[config.mk]
export PLATFORM = sky130hd
export DESIGN_NAME = tm1638_display_writer
export DESIGN_NICKNAME = d
export VERILOG_FILES = /design/src/rtl/tm1638_pkg.sv /design/src/rtl/tm1638_bit_tick.sv /design/src/rtl/tm1638_display_writer.sv
export SDC_FILE = /design/constraint.sdc
export NUM_CORES = 1
export LEC_CHECK = 0
export CAP_MARGIN = 20
export CORE_MARGIN = 4
export CORE_UTILIZATION = 45
export CTS_CLUSTER_DIAMETER = 50
export DETAILED_ROUTE_END_ITERATION = 10
export PLACE_DENSITY = 0.75
export SLEW_MARGIN = 25
export SYNTH_ARGS = -nofsm -noshare
export SYNTH_HDL_FRONTEND = slang
export SYNTH_SLANG_ARGS = --single-unit
[constraint.sdc]
create_clock -name clk -period 5.1 [get_ports clk]
set_input_delay 1.275 -clock clk [delete_from_list [all_inputs] [get_ports clk]]
set_output_delay 1.275 -clock clk [all_outputs]
set_load 0.02 [all_outputs]
[src/rtl/tm1638_pkg.sv]
// Shared constants, FSM state type and byte-stream helper for the TM1638 display writer.
package tm1638_pkg;

   localparam logic [7:0] CMD_WRITE_AUTO = 8'h40;
   localparam logic [7:0] CMD_ADDR0      = 8'hC0;
   localparam logic [7:0] CMD_DISP_BASE  = 8'h80;
   localparam int         NUM_DIGITS     = 8;
   localparam int         NUM_BYTES      = 19;
   localparam logic [4:0] LAST_BYTE      = 5'(NUM_BYTES - 1);

   typedef enum logic [2:0] {
      S_IDLE,
      S_LEAD,
      S_SHIFT,
      S_TRAIL,
      S_GAP,
      S_DONE
   } state_t;

   // Byte idx of the 19-byte refresh stream; data bytes alternate digit segments and LED bits.
   function automatic logic [7:0] stream_byte(
      input logic [4:0]                  idx,
      input logic [8*NUM_DIGITS-1:0]     seg,
      input logic [NUM_DIGITS-1:0]       led,
      input logic                        disp_on,
      input logic [2:0]                  bright
   );
      logic [3:0] addr;
      addr = 4'(idx - 5'd2);
      if (idx == 5'd0)      return CMD_WRITE_AUTO;
      if (idx == 5'd1)      return CMD_ADDR0;
      if (idx == LAST_BYTE) return CMD_DISP_BASE | {4'b0000, disp_on, bright};
      if (addr[0])          return {7'b0, led[addr[3:1]]};
      return seg[8*addr[3:1] +: 8];
   endfunction

endpackage

[src/rtl/tm1638_bit_tick.sv]
// Half-bit timer: down-counter reloaded on clear or terminal count; phase flips each half bit.
module tm1638_bit_tick #(
   parameter int CLK_DIV = 4
) (
   input  logic clk,
   input  logic rst,
   input  logic clear,
   output logic tick,
   output logic phase,
   output logic phase_next
);

   localparam int            CW     = (CLK_DIV > 1) ? $clog2(CLK_DIV) : 1;
   localparam logic [CW-1:0] RELOAD = CW'(CLK_DIV - 1);

   logic [CW-1:0] count;

   assign tick       = (count == '0);
   assign phase_next = clear ? 1'b0 : (tick ? ~phase : phase);

   always_ff @(posedge clk or posedge rst) begin
      if (rst) begin
         count <= RELOAD;
         phase <= 1'b0;
      end else begin
         phase <= phase_next;
         if (clear || tick) count <= RELOAD;
         else               count <= count - 1'b1;
      end
   end

endmodule

[src/rtl/tm1638_display_writer.sv]
// Write-only TM1638 refresh engine: snapshots digits/LEDs/brightness and sends 19 bytes in 3 frames.
//  state   | meaning
//  IDLE    | waiting for start, pins idle high
//  LEAD    | STB low, CLK high, CLK_DIV cycles before the first bit
//  SHIFT   | serialising bytes LSB first, one bit per 2*CLK_DIV cycles
//  TRAIL   | STB low, CLK/DIO high, CLK_DIV cycles after the last bit
//  GAP     | STB high for 2*CLK_DIV cycles between frames
//  DONE    | one-cycle completion pulse
module tm1638_display_writer
   import tm1638_pkg::*;
#(
   parameter int CLK_DIV = 4
) (
   input  logic                      clk,
   input  logic                      rst,
   input  logic                      start,
   input  logic [8*NUM_DIGITS-1:0]   seg_data,
   input  logic [NUM_DIGITS-1:0]     led,
   input  logic                      disp_on,
   input  logic [2:0]                bright,
   output logic                      busy,
   output logic                      done,
   output logic                      tm_stb,
   output logic                      tm_clk,
   output logic                      tm_dio
);

   state_t                    state, state_n;
   logic [2:0]                bit_cnt, bit_n;
   logic [4:0]                byte_idx, byte_n;
   logic [8*NUM_DIGITS-1:0]   seg_q;
   logic [NUM_DIGITS-1:0]     led_q;
   logic                      on_q;
   logic [2:0]                br_q;
   logic                      tick, phase, phase_n, clear, frame_end;
   logic [7:0]                next_byte;
   logic                      stb_d, clk_d, dio_d, busy_d, done_d;

   tm1638_bit_tick #(.CLK_DIV(CLK_DIV)) u_tick (
      .clk        (clk),
      .rst        (rst),
      .clear      (clear),
      .tick       (tick),
      .phase      (phase),
      .phase_next (phase_n)
   );

   assign frame_end = (byte_idx == 5'd0) || (byte_idx == LAST_BYTE - 5'd1) || (byte_idx == LAST_BYTE);

   always_comb begin
      state_n = state;
      bit_n   = bit_cnt;
      byte_n  = byte_idx;
      case (state)
         S_IDLE: begin
            if (start) begin
               state_n = S_LEAD;
               bit_n   = 3'd0;
               byte_n  = 5'd0;
            end
         end
         S_LEAD:  if (tick) state_n = S_SHIFT;
         S_SHIFT: begin
            if (tick && phase) begin
               bit_n = bit_cnt + 3'd1;
               if (bit_cnt == 3'd7) begin
                  // Frame-final byte keeps its index; GAP advances it so the index never exceeds 18.
                  if (frame_end) state_n = S_TRAIL;
                  else           byte_n  = byte_idx + 5'd1;
               end
            end
         end
         S_TRAIL: if (tick) state_n = S_GAP;
         S_GAP: begin
            if (tick && phase) begin
               if (byte_idx == LAST_BYTE) begin
                  state_n = S_DONE;
                  byte_n  = 5'd0;
               end else begin
                  state_n = S_LEAD;
                  byte_n  = byte_idx + 5'd1;
               end
            end
         end
         S_DONE:  state_n = S_IDLE;
         default: state_n = S_IDLE;
      endcase
   end

   // Pin values are derived from next-state so they can be registered without a cycle of lag.
   always_comb begin
      clear     = (state_n != state);
      next_byte = stream_byte(byte_n, seg_q, led_q, on_q, br_q);
      stb_d     = 1'b1;
      clk_d     = 1'b1;
      dio_d     = 1'b1;
      busy_d    = 1'b0;
      done_d    = 1'b0;
      case (state_n)
         S_LEAD, S_TRAIL: begin
            stb_d  = 1'b0;
            busy_d = 1'b1;
         end
         S_SHIFT: begin
            stb_d  = 1'b0;
            clk_d  = phase_n;
            dio_d  = next_byte[bit_n];
            busy_d = 1'b1;
         end
         S_GAP:   busy_d = 1'b1;
         S_DONE:  done_d = 1'b1;
         default: ;
      endcase
   end

   always_ff @(posedge clk or posedge rst) begin
      if (rst) begin
         state    <= S_IDLE;
         bit_cnt  <= 3'd0;
         byte_idx <= 5'd0;
         seg_q    <= '0;
         led_q    <= '0;
         on_q     <= 1'b0;
         br_q     <= 3'd0;
         busy     <= 1'b0;
         done     <= 1'b0;
         tm_stb   <= 1'b1;
         tm_clk   <= 1'b1;
         tm_dio   <= 1'b1;
      end else begin
         state    <= state_n;
         bit_cnt  <= bit_n;
         byte_idx <= byte_n;
         if (state == S_IDLE && start) begin
            seg_q <= seg_data;
            led_q <= led;
            on_q  <= disp_on;
            br_q  <= bright;
         end
         busy     <= busy_d;
         done     <= done_d;
         tm_stb   <= stb_d;
         tm_clk   <= clk_d;
         tm_dio   <= dio_d;
      end
   end

endmodule
==> results of run 1 <==
==> worst max-delay path, cell delays in order <==
cell and delay [ns]:
clkdlybuf4s50_1 0.45, mux2i_1 0.19, a2bb2oi_1 0.42, o21ai_1 0.29
nand2_1 0.17, inv_2 0.05, ha_1 0.19, a21oi_1 0.17
or2_1 0.41, mux4_2 0.56, o22ai_1 0.17, a21oi_1 0.08
nand4b_1 0.18
==> layer usage <==
metal	up-vias	wire (microns)	GRT usage
met5	-	0	0
met4	0	178	0.0484
met3	22	670	0.0404
met2	133	5400	0.305
met1	1651	4660	0.242
li1	1574	-	-
==> cell families after synthesis <==
group                    synth area share
multiplexers                        0.266
flip-flops                          0.500
AND/OR/NAND/NOR                    0.0843
adder cells (fa/ha/maj)            0.0236
XOR/XNOR                          0.00184
AO/OA/AOI/OAI                      0.0924
buffers and inverters              0.0318
==> cells in the final DEF (no fill, tap or decap), types with 2 or more instances in the layout <==
master           instances
o22ai_1                  4
nor3_1                   5
and3_1                   2
a31o_2                   2
nor2b_1                  2
a211oi_1                 3
inv_8                    2
or2_1                    3
nand2b_1                 2
o21ai_1                  2
a21oi_1                  5
ha_1                     9
a22oi_1                  2
clkdlybuf4s50_1         83
a31oi_1                  2
a311o_1                  2
a22o_1                   2
buf_4                    7
inv_1                   15
mux2i_1                  6
nor4_1                   2
nand2_1                 14
or3_1                    2
o31ai_1                  3
o211ai_1                 3
nor2_1                  16
mux2_2                  77
a311oi_1                 3
mux4_2                  14
dfrtp_1                 90
nand4b_1                 5
clkbuf_8                 9
nand3_1                  9
a2bb2oi_1                3
dfstp_2                  5
o21ai_0                 18
==> registers in the layout, summed over array words and instances (netlist names) <==
| name | count |
|---|---|
| led_q | 8 |
| tm_dio | 1 |
| tm_stb | 1 |
| seg_q | 64 |
| u_tick.phase | 1 |
| done | 1 |
| br_q | 3 |
| byte_idx | 5 |
| on_q | 1 |
| state | 3 |
| tm_clk | 1 |
| bit_cnt | 3 |
| u_tick.count | 2 |
| busy | 1 |
==> stage by stage <==
stage	instance area, sq um	power (uW)	utilization
final	5940	3060	0.575
after detailed placement	5740	2600	0.556
after global routing	5940	3270	0.575
after floorplan	4770	2220	-
after global placement	5740	2560	0.556
after CTS	5940	3080	0.575
==> cell type report <==
cell class,instances,area (sq um)
fillers,835,4390
well taps,136,170
clock inverters,6,63.8
repair buffers,90,883
inverters,18,68.8
flip-flops and latches,95,2380
clock buffers,10,128
multi-input cells,244,2240
==> final timing paths <==
| check | cells after the start | end | start | slack, ns |
|---|---|---|---|---|
| worst max-delay path | 13 | tm_dio | start | 0.75 |
| worst min-delay path | 1 | u_tick.count[0] | u_tick.count[0] | 0.45 |
| worst max register to register | 15 | tm_dio | u_tick.count[0] | 0.94 |
| worst min register to register | 1 | u_tick.count[0] | u_tick.count[0] | 0.45 |
| max in group asynchronous | 3 | bit_cnt[1] | rst | 2.62 |
| min in group asynchronous | 2 | state[0] | rst | 1.31 |
==> power groups by stage <==
stage	logic, uW	clock network [uW]	registers (uW)
after global placement	1170	0	1390
final	1210	474	1380
after global routing	1330	516	1420
after CTS	1220	489	1380
after floorplan	957	0	1270
after detailed placement	1210	0	1390
==> impl_metrics.sql, run 1 <==
INSERT INTO impl_metrics (metric_group, metric, value, unit) VALUES
('outcome', 'status', 'finished, final reports clean', ''),
('timing', 'final.min_clock_period', '4.35', 'ns'),
('logic_synthesis', 'ys.warnings.count', '0', ''),
('layout', 'relative_area_change_from_synthesis_to_final_layout', '24.5', '%'),
('logic_synthesis', 'synthTopCellsByArea', 'dfrtp_1, mux2_2, mux4_2', ''),
('pwr', 'p_clk_frac', '0.155', ''),
('timing', 'timing.slew.headroom', '0.371', ''),
('worst_setup_path', 'worst-endpoint-arrival', '4.62', 'ns'),
('layout', 'nNetsFinal', '546', ''),
('logic_synthesis', 'synth_enable_flop_cells', '0', ''),
('clocking', 'cts.sinks', '95', ''),
('floorplanning', 'dieArea', '12300', 'sq um'),
('logic_synthesis', 'yosys.area.top_type_share', '0.472', ''),
('pwr', 'p_per_area', '516', 'nW/um^2'),
('worst_setup_path', 'worstSetupPathType', 'input pin to register', ''),
('placement', 'place.detailed.hpwl', '8.23', 'mm'),
('placement', 'port_bufs', '83', ''),
('logic_synthesis', 'syn-cell-area', '4770', 'sq um'),
('global_routing', 'largest_net_degree_at_the_start_of_global_routing', '77', ''),
('worst_setup_path', 'worst-path-max-fanout', '8', ''),
('floorplanning', 'rows', '37', ''),
('logic_synthesis', 'register_area_share_after_synthesis', '0.500', ''),
('pwr', 'internal-power', '2010', 'uW'),
('floorplanning', 'die_x', '111', 'microns'),
('logic_synthesis', 'synth.avg_cell_area', '12.7', 'sq um'),
('global_routing', 'grt_pass1_vias', '3505', ''),
('clocking', 'cts_max_path_bufs', '2', ''),
('worst_setup_path', 'setup.worst_path.end_class', 'register', ''),
('global_routing', 'grt_remaining_overflow', '0', ''),
('clocking', 'cts_resized', '0', ''),
('clocking', 'clk_root_buffer_cell', 'clkbuf_8', ''),
('logic_synthesis', 'postSynth.topFlopCell', 'dfrtp_1', ''),
('clocking', 'insertion_delay', '0.36', 'ns'),
('timing', 'post-route-worst-setup-slack', '0.754', 'ns'),
('global_routing', 'global_route.usage.total', '0.183', ''),
('logic_synthesis', 'yosysMostFrequentCell', 'dfrtp_1', ''),
('detailed_routing', 'post-route-drc-count', '0', ''),
('timing', 'fmax', '230', 'MHz'),
('pwr', 'total_leakage_power', '0.00240', 'uW'),
('timing', 'report.final.slew_viol_count', '0', ''),
('detailed_routing', 'drt-wirelength-per-cell', '18.2', 'microns'),
('logic_synthesis', 'post-synth-top-area-cell', 'dfrtp_1', ''),
('timing', 'worst_hold_margin', '0.449', 'ns'),
('layout', 'drive_gt1_frac', '0.281', ''),
('timing', 'fin_setup_tns', '0', 'ns'),
('layout', 'fin_cells', '599', ''),
('global_routing', 'antenna_found_initial', '0', ''),
('timing', 'final.setup_skew', '0.0119', 'ns'),
('pwr', 'switchingPower', '1050', 'uW'),
('clocking', 'tritoncts', 'yes', ''),
('placement', 'dp.cells', '583', ''),
('pwr', 'ir_drop', '0.000244', 'V'),
('worst_setup_path', 'required', '5.38', 'ns'),
('floorplanning', 'floorplan.initialDensity', '0.462', ''),
('logic_synthesis', 'syn_nets', '463', ''),
('clocking', 'cts_htree_levels', '3', ''),
('timing', 'grt_setup_unrepaired', 'no', ''),
('logic_synthesis', 'synth_async_sr_flop_share', '1.00', ''),
('clocking', 'cts_buffers', '9', ''),
('floorplanning', 'core_footprint', '10300', 'sq um'),
('detailed_routing', 'drt_iter0_markers', '213', ''),
('worst_setup_path', 'timing.critical_path.from_type', 'input pin', ''),
('detailed_routing', 'vias_per_cell', '5.64', ''),
('placement', 'gp_weighted_congestion', '0.891', ''),
('timing', 'max_slew.worst_pin.slew', '0.943', 'ns'),
('pwr', 'power.sequential.fraction', '0.450', ''),
('detailed_routing', 'routed_wl', '10.9', 'mm'),
('pwr', 'p_sw_frac', '0.344', ''),
('timing', 'hold_viol_final', '0', ''),
('timing', 'final_setup_violation_count', '0', ''),
('detailed_routing', 'drt_first_pass_iters', '4', '');
Power figures use the tool's default switching activity.
==> run 2, diff against run 1 <==
- PLACE_DENSITY: 0.75 -> 0.7
==> impl_metrics.sql, run 2 (synthesis results as in run 1) <==
INSERT INTO impl_metrics (metric_group, metric, value, unit) VALUES
('pwr', 'ir_drop', '0.000265', 'V'),
('pwr', 'pwr-share-comb', '0.397', ''),
('detailed_routing', 'detailroute.via_count', '3465', ''),
('floorplanning', 'rows', '37', ''),
('layout', 'drive_gt1_frac', '0.282', ''),
('timing', 'max_slew.worst_pin.slew', '0.974', 'ns'),
('timing', 'hold_viol_final', '0', ''),
('layout', 'most-common-layout-cells', 'dfrtp_1, clkdlybuf4s50_1, mux2_2, o21ai_0, nor2_1', ''),
('layout', 'top_regs', 'seg_q x64, led_q x8, byte_idx x5', ''),
('pwr', 'power.sequential.fraction', '0.442', ''),
('worst_setup_path', 'worst-path-max-fanout', '8', ''),
('timing', 'final.min_clock_period', '4.31', 'ns'),
('floorplanning', 'die_x', '111', 'microns'),
('global_routing', 'wire_length_of_the_first_global_routing_pass', '17.7', 'mm'),
('detailed_routing', 'ant_nets', '0', ''),
('worst_setup_path', 'worst-endpoint-arrival', '4.59', 'ns'),
('floorplanning', 'die_height', '111', 'microns'),
('placement', 'port_bufs', '83', ''),
('global_routing', 'grt_pass1_vias', '3494', ''),
('detailed_routing', 'drt_iter0_markers', '217', ''),
('timing', 'report.final.slew_viol_count', '0', ''),
('pwr', 'internal-power', '2050', 'uW'),
('timing', 'final.period_utilization', '0.845', ''),
('timing', 'timing.slew.headroom', '0.350', ''),
('timing', 'grt_setup_unrepaired', 'no', ''),
('pwr', 'p_sw_frac', '0.335', ''),
('layout', 'regMostFlops', 'seg_q', ''),
('clocking', 'post_cts_repair_timing_setup_buffer_count', '0', ''),
('clocking', 'cts_max_path_bufs', '2', ''),
('placement', 'dp_worst_setup_slack', '0.431', 'ns'),
('detailed_routing', 'routed_wl', '11.0', 'mm'),
('detailed_routing', 'met3_routed_wirelength', '684', 'microns'),
('timing', 'post-route-worst-setup-slack', '0.789', 'ns'),
('clocking', 'cts.hold.buffers_added', '0', ''),
('detailed_routing', 'drt-wirelength-per-cell', '18.3', 'microns'),
('floorplanning', 'dieArea', '12300', 'sq um'),
('global_routing', 'grt_remaining_overflow', '0', ''),
('detailed_routing', 'top_layer_used', 'met4', ''),
('global_routing', 'global_route.usage.total', '0.180', ''),
('floorplanning', 'core_footprint', '10300', 'sq um'),
('detailed_routing', 'routed-wl-met2', '5.49', 'mm'),
('flow_run', 'cap_viol_max_count', '0', ''),
('clocking', 'cts.reportedPaths.clkPinSlew', '0.10', 'ns'),
('layout', 'nNetsFinal', '547', ''),
('worst_setup_path', 'destination_of_the_critical_timing_path', 'tm_dio', ''),
('floorplanning', 'io_pins', '84', ''),
('worst_setup_path', 'setup.worst_path.end_class', 'register', ''),
('pwr', 'total_leakage_power', '0.00240', 'uW'),
('worst_setup_path', 'worst_r2r_path_depth', '15', ''),
('clocking', 'tritoncts', 'yes', ''),
('global_routing', 'antenna_found_initial', '0', ''),
('worst_setup_path', 'timing.rr.end', 'tm_dio', ''),
('clocking', 'insertion_delay', '0.37', 'ns'),
('layout', 'layout_commonest_cell', 'dfrtp_1', ''),
('global_routing', 'largest_net_degree_at_the_start_of_global_routing', '77', ''),
('timing', 'final.setup_skew', '0.0133', 'ns'),
('layout', 'multi_input_area', '2240', 'sq um'),
('floorplanning', 'floorplan.initialDensity', '0.462', ''),
('timing', 'fmax', '232', 'MHz'),
('clocking', 'cts.sinks', '95', ''),
('detailed_routing', 'drt_first_pass_iters', '5', ''),
('layout', 'fin_util', '0.576', ''),
('layout', 'antenna-diode-count', '0', ''),
('layout', 'relative_area_change_from_synthesis_to_final_layout', '24.8', '%'),
('pwr', 'p_per_area', '518', 'nW/um^2'),
('worst_setup_path', 'worstSetupPathType', 'input pin to register', ''),
('timing', 'fin_setup_tns', '0', 'ns'),
('clocking', 'clk_root_buffer_cell', 'clkbuf_8', ''),
('placement', 'place.detailed.hpwl', '8.23', 'mm'),
('hold_path', 'hold_class', 'register to register', ''),
('worst_setup_path', 'startpoint', 'start', ''),
('detailed_routing', 'detail_route.wirelength.met1', '4.70', 'mm'),
('detailed_routing', 'vias_per_cell', '5.78', ''),
('layout', 'largest_reg_flops', '64', ''),
('clocking', 'cts_buffers', '9', ''),
('clocking', 'cts_resized', '0', ''),
('timing', 'final_setup_violation_count', '0', ''),
('outcome', 'status', 'finished, final reports clean', ''),
('layout', 'area_of_all_sequential_standard_cells', '2380', 'sq um'),
('hold_path', 'min_path_cells', '1', ''),
('detailed_routing', 'post-route-drc-count', '0', ''),
('worst_setup_path', 'crit-reg2reg-launch', 'u_tick.count[0]', ''),
('clocking', 'cts_htree_levels', '3', ''),
('pwr', 'p_clk_frac', '0.161', ''),
('worst_setup_path', 'required', '5.38', 'ns'),
('worst_setup_path', 'reg2reg_slack', '1.01', 'ns'),
('layout', 'nFillCells', '865', ''),
('pwr', 'switchingPower', '1030', 'uW'),
('worst_setup_path', 'timing.critical_path.from_type', 'input pin', ''),
('placement', 'gp_weighted_congestion', '0.891', '');
## run 2: power by group through the flow
stage | registers [uW] | clock network [uW] | logic [uW]
6_report | 1360 | 495 | 1220
5_1_grt | 1400 | 539 | 1340
4_1_cts | 1370 | 510 | 1230
3_5_place_dp | 1380 | 0 | 1220
3_3_place_gp | 1390 | 0 | 1180
2_1_floorplan | 1270 | 0 | 957
## run 2: area by class of cell
class                      count  area share
clock buffer                  10      0.0215
timing repair buffer          91       0.150
clock inverter                 6      0.0114
multi-input combinational    244       0.376
tap                          136      0.0286
sequential                    95       0.401
inverter                      18      0.0116
## run 2: critical path, cell delays in order
cell and delay (ns):
clkdlybuf4s50_1 0.52, mux2i_1 0.11, a2bb2oi_1 0.20, o21ai_1 0.44, nand2_1 0.15, inv_2 0.09
ha_1 0.16, and3_4 0.23, or2_1 0.40, mux4_2 0.56, o22ai_1 0.19, a21oi_1 0.08
nand4b_1 0.18
## run 2: how the worst min path moves through the flow
stage	startpoint	to	slack (ns)
final	u_tick.count[0]	u_tick.count[0]	0.45
after global routing	u_tick.count[0]	u_tick.count[0]	0.48
after CTS	u_tick.count[0]	u_tick.count[0]	0.45
after detailed placement	u_tick.count[0]	u_tick.count[0]	0.43
after global placement	u_tick.count[0]	u_tick.count[0]	0.43
after floorplan	u_tick.count[0]	u_tick.count[0]	0.42
## run 2: per-layer routing
metal | global-route usage | vias to the layer above
met1 | 0.241 | 1758
met4 | 0.0484 | 0
li1 | - | 1566
met3 | 0.0426 | 11
met5 | 0 | -
met2 | 0.294 | 130
## run 2: stage by stage
step           instance area (sq um)  power, uW  hold slack, ns  instances
6_report                        5950       3080           0.450        600
5_1_grt                         5950       3280           0.482        600
4_1_cts                         5950       3100           0.453        600
3_5_place_dp                    5750       2600           0.431        584
3_3_place_gp                    5750       2570           0.428        584
2_1_floorplan                   4770       2220           0.421        375
==> run 3, diff against run 2 <==
- clock period: 5.1 -> 4.3 ns (I/O delays scaled with it)
==> impl_metrics.sql, run 3 (synthesis results as in run 1) <==
INSERT INTO impl_metrics (metric_group, metric, value, unit) VALUES
('worst_setup_path', 'worstSetupPathType', 'register to register', ''),
('clocking', 'cts_resized', '0', ''),
('floorplanning', 'dieArea', '12300', 'sq um'),
('clocking', 'cts_max_path_bufs', '2', ''),
('detailed_routing', 'ant_nets', '0', ''),
('timing', 'post-route-worst-setup-slack', '0.434', 'ns'),
('detailed_routing', 'drt-wirelength-per-cell', '17.9', 'microns'),
('placement', 'dp.cells', '589', ''),
('pwr', 'ir_drop', '0.000335', 'V'),
('clocking', 'cts.hold.buffers_added', '0', ''),
('global_routing', 'grt_remaining_overflow', '0', ''),
('timing', 'grt_setup_unrepaired', 'no', ''),
('layout', 'fin_cells', '605', ''),
('timing', 'fmax', '259', 'MHz'),
('worst_setup_path', 'setup.worst_path.end_class', 'register', ''),
('clocking', 'insertion_delay', '0.35', 'ns'),
('flow_run', 'cap_viol_max_count', '0', ''),
('floorplanning', 'core_footprint', '10300', 'sq um'),
('worst_setup_path', 'timing.critical_path.cells', 'inv_1 > ha_1 > ha_1 > nand2_1 > nor3_2 > o21ai_1 > nand2_1 > inv_2 > ha_1 > and3_4 > or2_1 > mux4_2 > o22ai_1 > a21oi_1 > nand4b_1', ''),
('worst_setup_path', 'required', '4.56', 'ns'),
('global_routing', 'grt_pass1_vias', '3615', ''),
('placement', 'dp_worst_setup_slack', '0.329', 'ns'),
('timing', 'final.setup_skew', '0.0103', 'ns'),
('detailed_routing', 'vias_per_cell', '5.62', ''),
('clocking', 'cts.reportedPaths.clkPinSlew', '0.09', 'ns'),
('detailed_routing', 'routed_wl', '10.8', 'mm'),
('floorplanning', 'die_height', '111', 'microns'),
('timing', 'final.min_clock_period', '3.87', 'ns'),
('layout', 'antenna-diode-count', '0', ''),
('placement', 'gp_weighted_congestion', '0.863', ''),
('layout', 'most-common-layout-cells', 'dfrtp_1, clkdlybuf4s50_1, mux2_2, o21ai_0, nor2_1', ''),
('layout', 'drive_gt1_frac', '0.292', ''),
('clocking', 'clk_root_buffer_cell', 'clkbuf_8', ''),
('timing', 'timing.slew.headroom', '0.416', ''),
('layout', 'top_regs', 'seg_q x64, led_q x8, byte_idx x5', ''),
('clocking', 'tritoncts', 'yes', ''),
('clocking', 'cts_buffers', '9', ''),
('layout', 'layout_commonest_cell', 'dfrtp_1', ''),
('layout', 'nNetsFinal', '552', ''),
('worst_setup_path', 'timing.critical_path.from_type', 'register', ''),
('timing', 'fin_setup_tns', '0', 'ns'),
('pwr', 'total_leakage_power', '0.00244', 'uW'),
('worst_setup_path', 'timing.critical_path.slowest_cell_delay', '0.54', 'ns'),
('clocking', 'cts.sinks', '95', ''),
('timing', 'report.final.slew_viol_count', '0', ''),
('layout', 'regMostFlops', 'seg_q', ''),
('global_routing', 'wire_length_of_the_first_global_routing_pass', '18.4', 'mm'),
('timing', 'final.period_utilization', '0.899', ''),
('pwr', 'p_per_area', '615', 'nW/um^2'),
('layout', 'relative_area_change_from_synthesis_to_final_layout', '26.5', '%'),
('detailed_routing', 'detailroute.via_count', '3402', ''),
('worst_setup_path', 'slowest_stage', 'dfstp_2', ''),
('worst_setup_path', 'worst-path-max-fanout', '9', ''),
('placement', 'place.detailed.hpwl', '8.28', 'mm'),
('detailed_routing', 'post-route-drc-count', '0', ''),
('floorplanning', 'io_pins', '84', ''),
('worst_setup_path', 'worst-endpoint-arrival', '4.13', 'ns'),
('global_routing', 'antenna_found_initial', '0', ''),
('timing', 'worst_hold_margin', '0.457', 'ns'),
('floorplanning', 'floorplan.initialDensity', '0.462', ''),
('floorplanning', 'rows', '37', ''),
('outcome', 'status', 'finished, final reports clean', ''),
('hold_path', 'hold_class', 'register to register', ''),
('layout', 'largest_reg_flops', '64', ''),
('timing', 'max_slew.worst_pin.slew', '0.875', 'ns'),
('global_routing', 'largest_net_degree_at_the_start_of_global_routing', '77', ''),
('placement', 'port_bufs', '83', ''),
('detailed_routing', 'drt_iter0_markers', '155', ''),
('clocking', 'post_cts_repair_timing_setup_buffer_count', '0', ''),
('floorplanning', 'die_x', '111', 'microns'),
('detailed_routing', 'drt_first_pass_iters', '4', ''),
('timing', 'hold_viol_final', '0', ''),
('timing', 'final_setup_violation_count', '0', ''),
('clocking', 'cts_htree_levels', '3', ''),
('global_routing', 'global_route.usage.total', '0.184', ''),
('worst_setup_path', 'crit_path_frequent_cell', 'ha_1', '');
-- run 3: through the flow --
step | total power, uW | area [sq um] | util
3_3_place_gp | 3100 | 5810 | 0.563
5_1_grt | 3970 | 6030 | 0.584
2_1_floorplan | 2640 | 4770 | -
3_5_place_dp | 3120 | 5810 | 0.563
6_report | 3710 | 6030 | 0.584
4_1_cts | 3730 | 6020 | 0.583
-- run 3: final timing paths --
kind | startpoint | slack [ns] | end | cells past startpoint
max in group asynchronous | rst | 2.33 | tm_dio | 3
worst max-delay path | u_tick.count[0] | 0.43 | tm_dio | 15
worst min register to register | u_tick.count[0] | 0.46 | u_tick.count[0] | 1
worst min-delay path | u_tick.count[0] | 0.46 | u_tick.count[0] | 1
min in group asynchronous | rst | 1.20 | seg_q[34] | 2
worst max register to register | u_tick.count[0] | 0.43 | tm_dio | 15
-- run 3: critical path: cells and delay by family, from the launching register on --
| family | cells | cell delay [ns] |
|---|---|---|
| simple gates | 6 | 1.10 |
| compound gates | 3 | 0.77 |
| fa+ha+maj | 3 | 0.72 |
| flops | 1 | 0.54 |
| mux | 1 | 0.51 |
| buf+inv | 2 | 0.13 |
-- run 3: power breakdown --
part | internal (uW) | switching (uW)
logic | 857 | 613
registers | 1330 | 307
clock network | 292 | 313
total | 2480 | 1230
-- run 3: per-layer routing --
metal,wire length [microns],share of wire,GRT usage,vias to the layer above
met3,478,0.044,0.0409,10
met2,5380,0.50,0.307,86
li1,-,-,-,1588
met5,0,0,0,-
met4,104,0.0096,0.0378,0
met1,4860,0.45,0.248,1718
-- run 3: area by class of cell --
cell class | instances | area, sq um
Inverter | 18 | 68.8
Clock inverter | 5 | 66.3
Sequential cell | 95 | 2380
Multi-Input combinational cell | 244 | 2240
Timing Repair Buffer | 96 | 953
Fill cell | 866 | 4300
Tap cell | 136 | 170
Clock buffer | 11 | 141
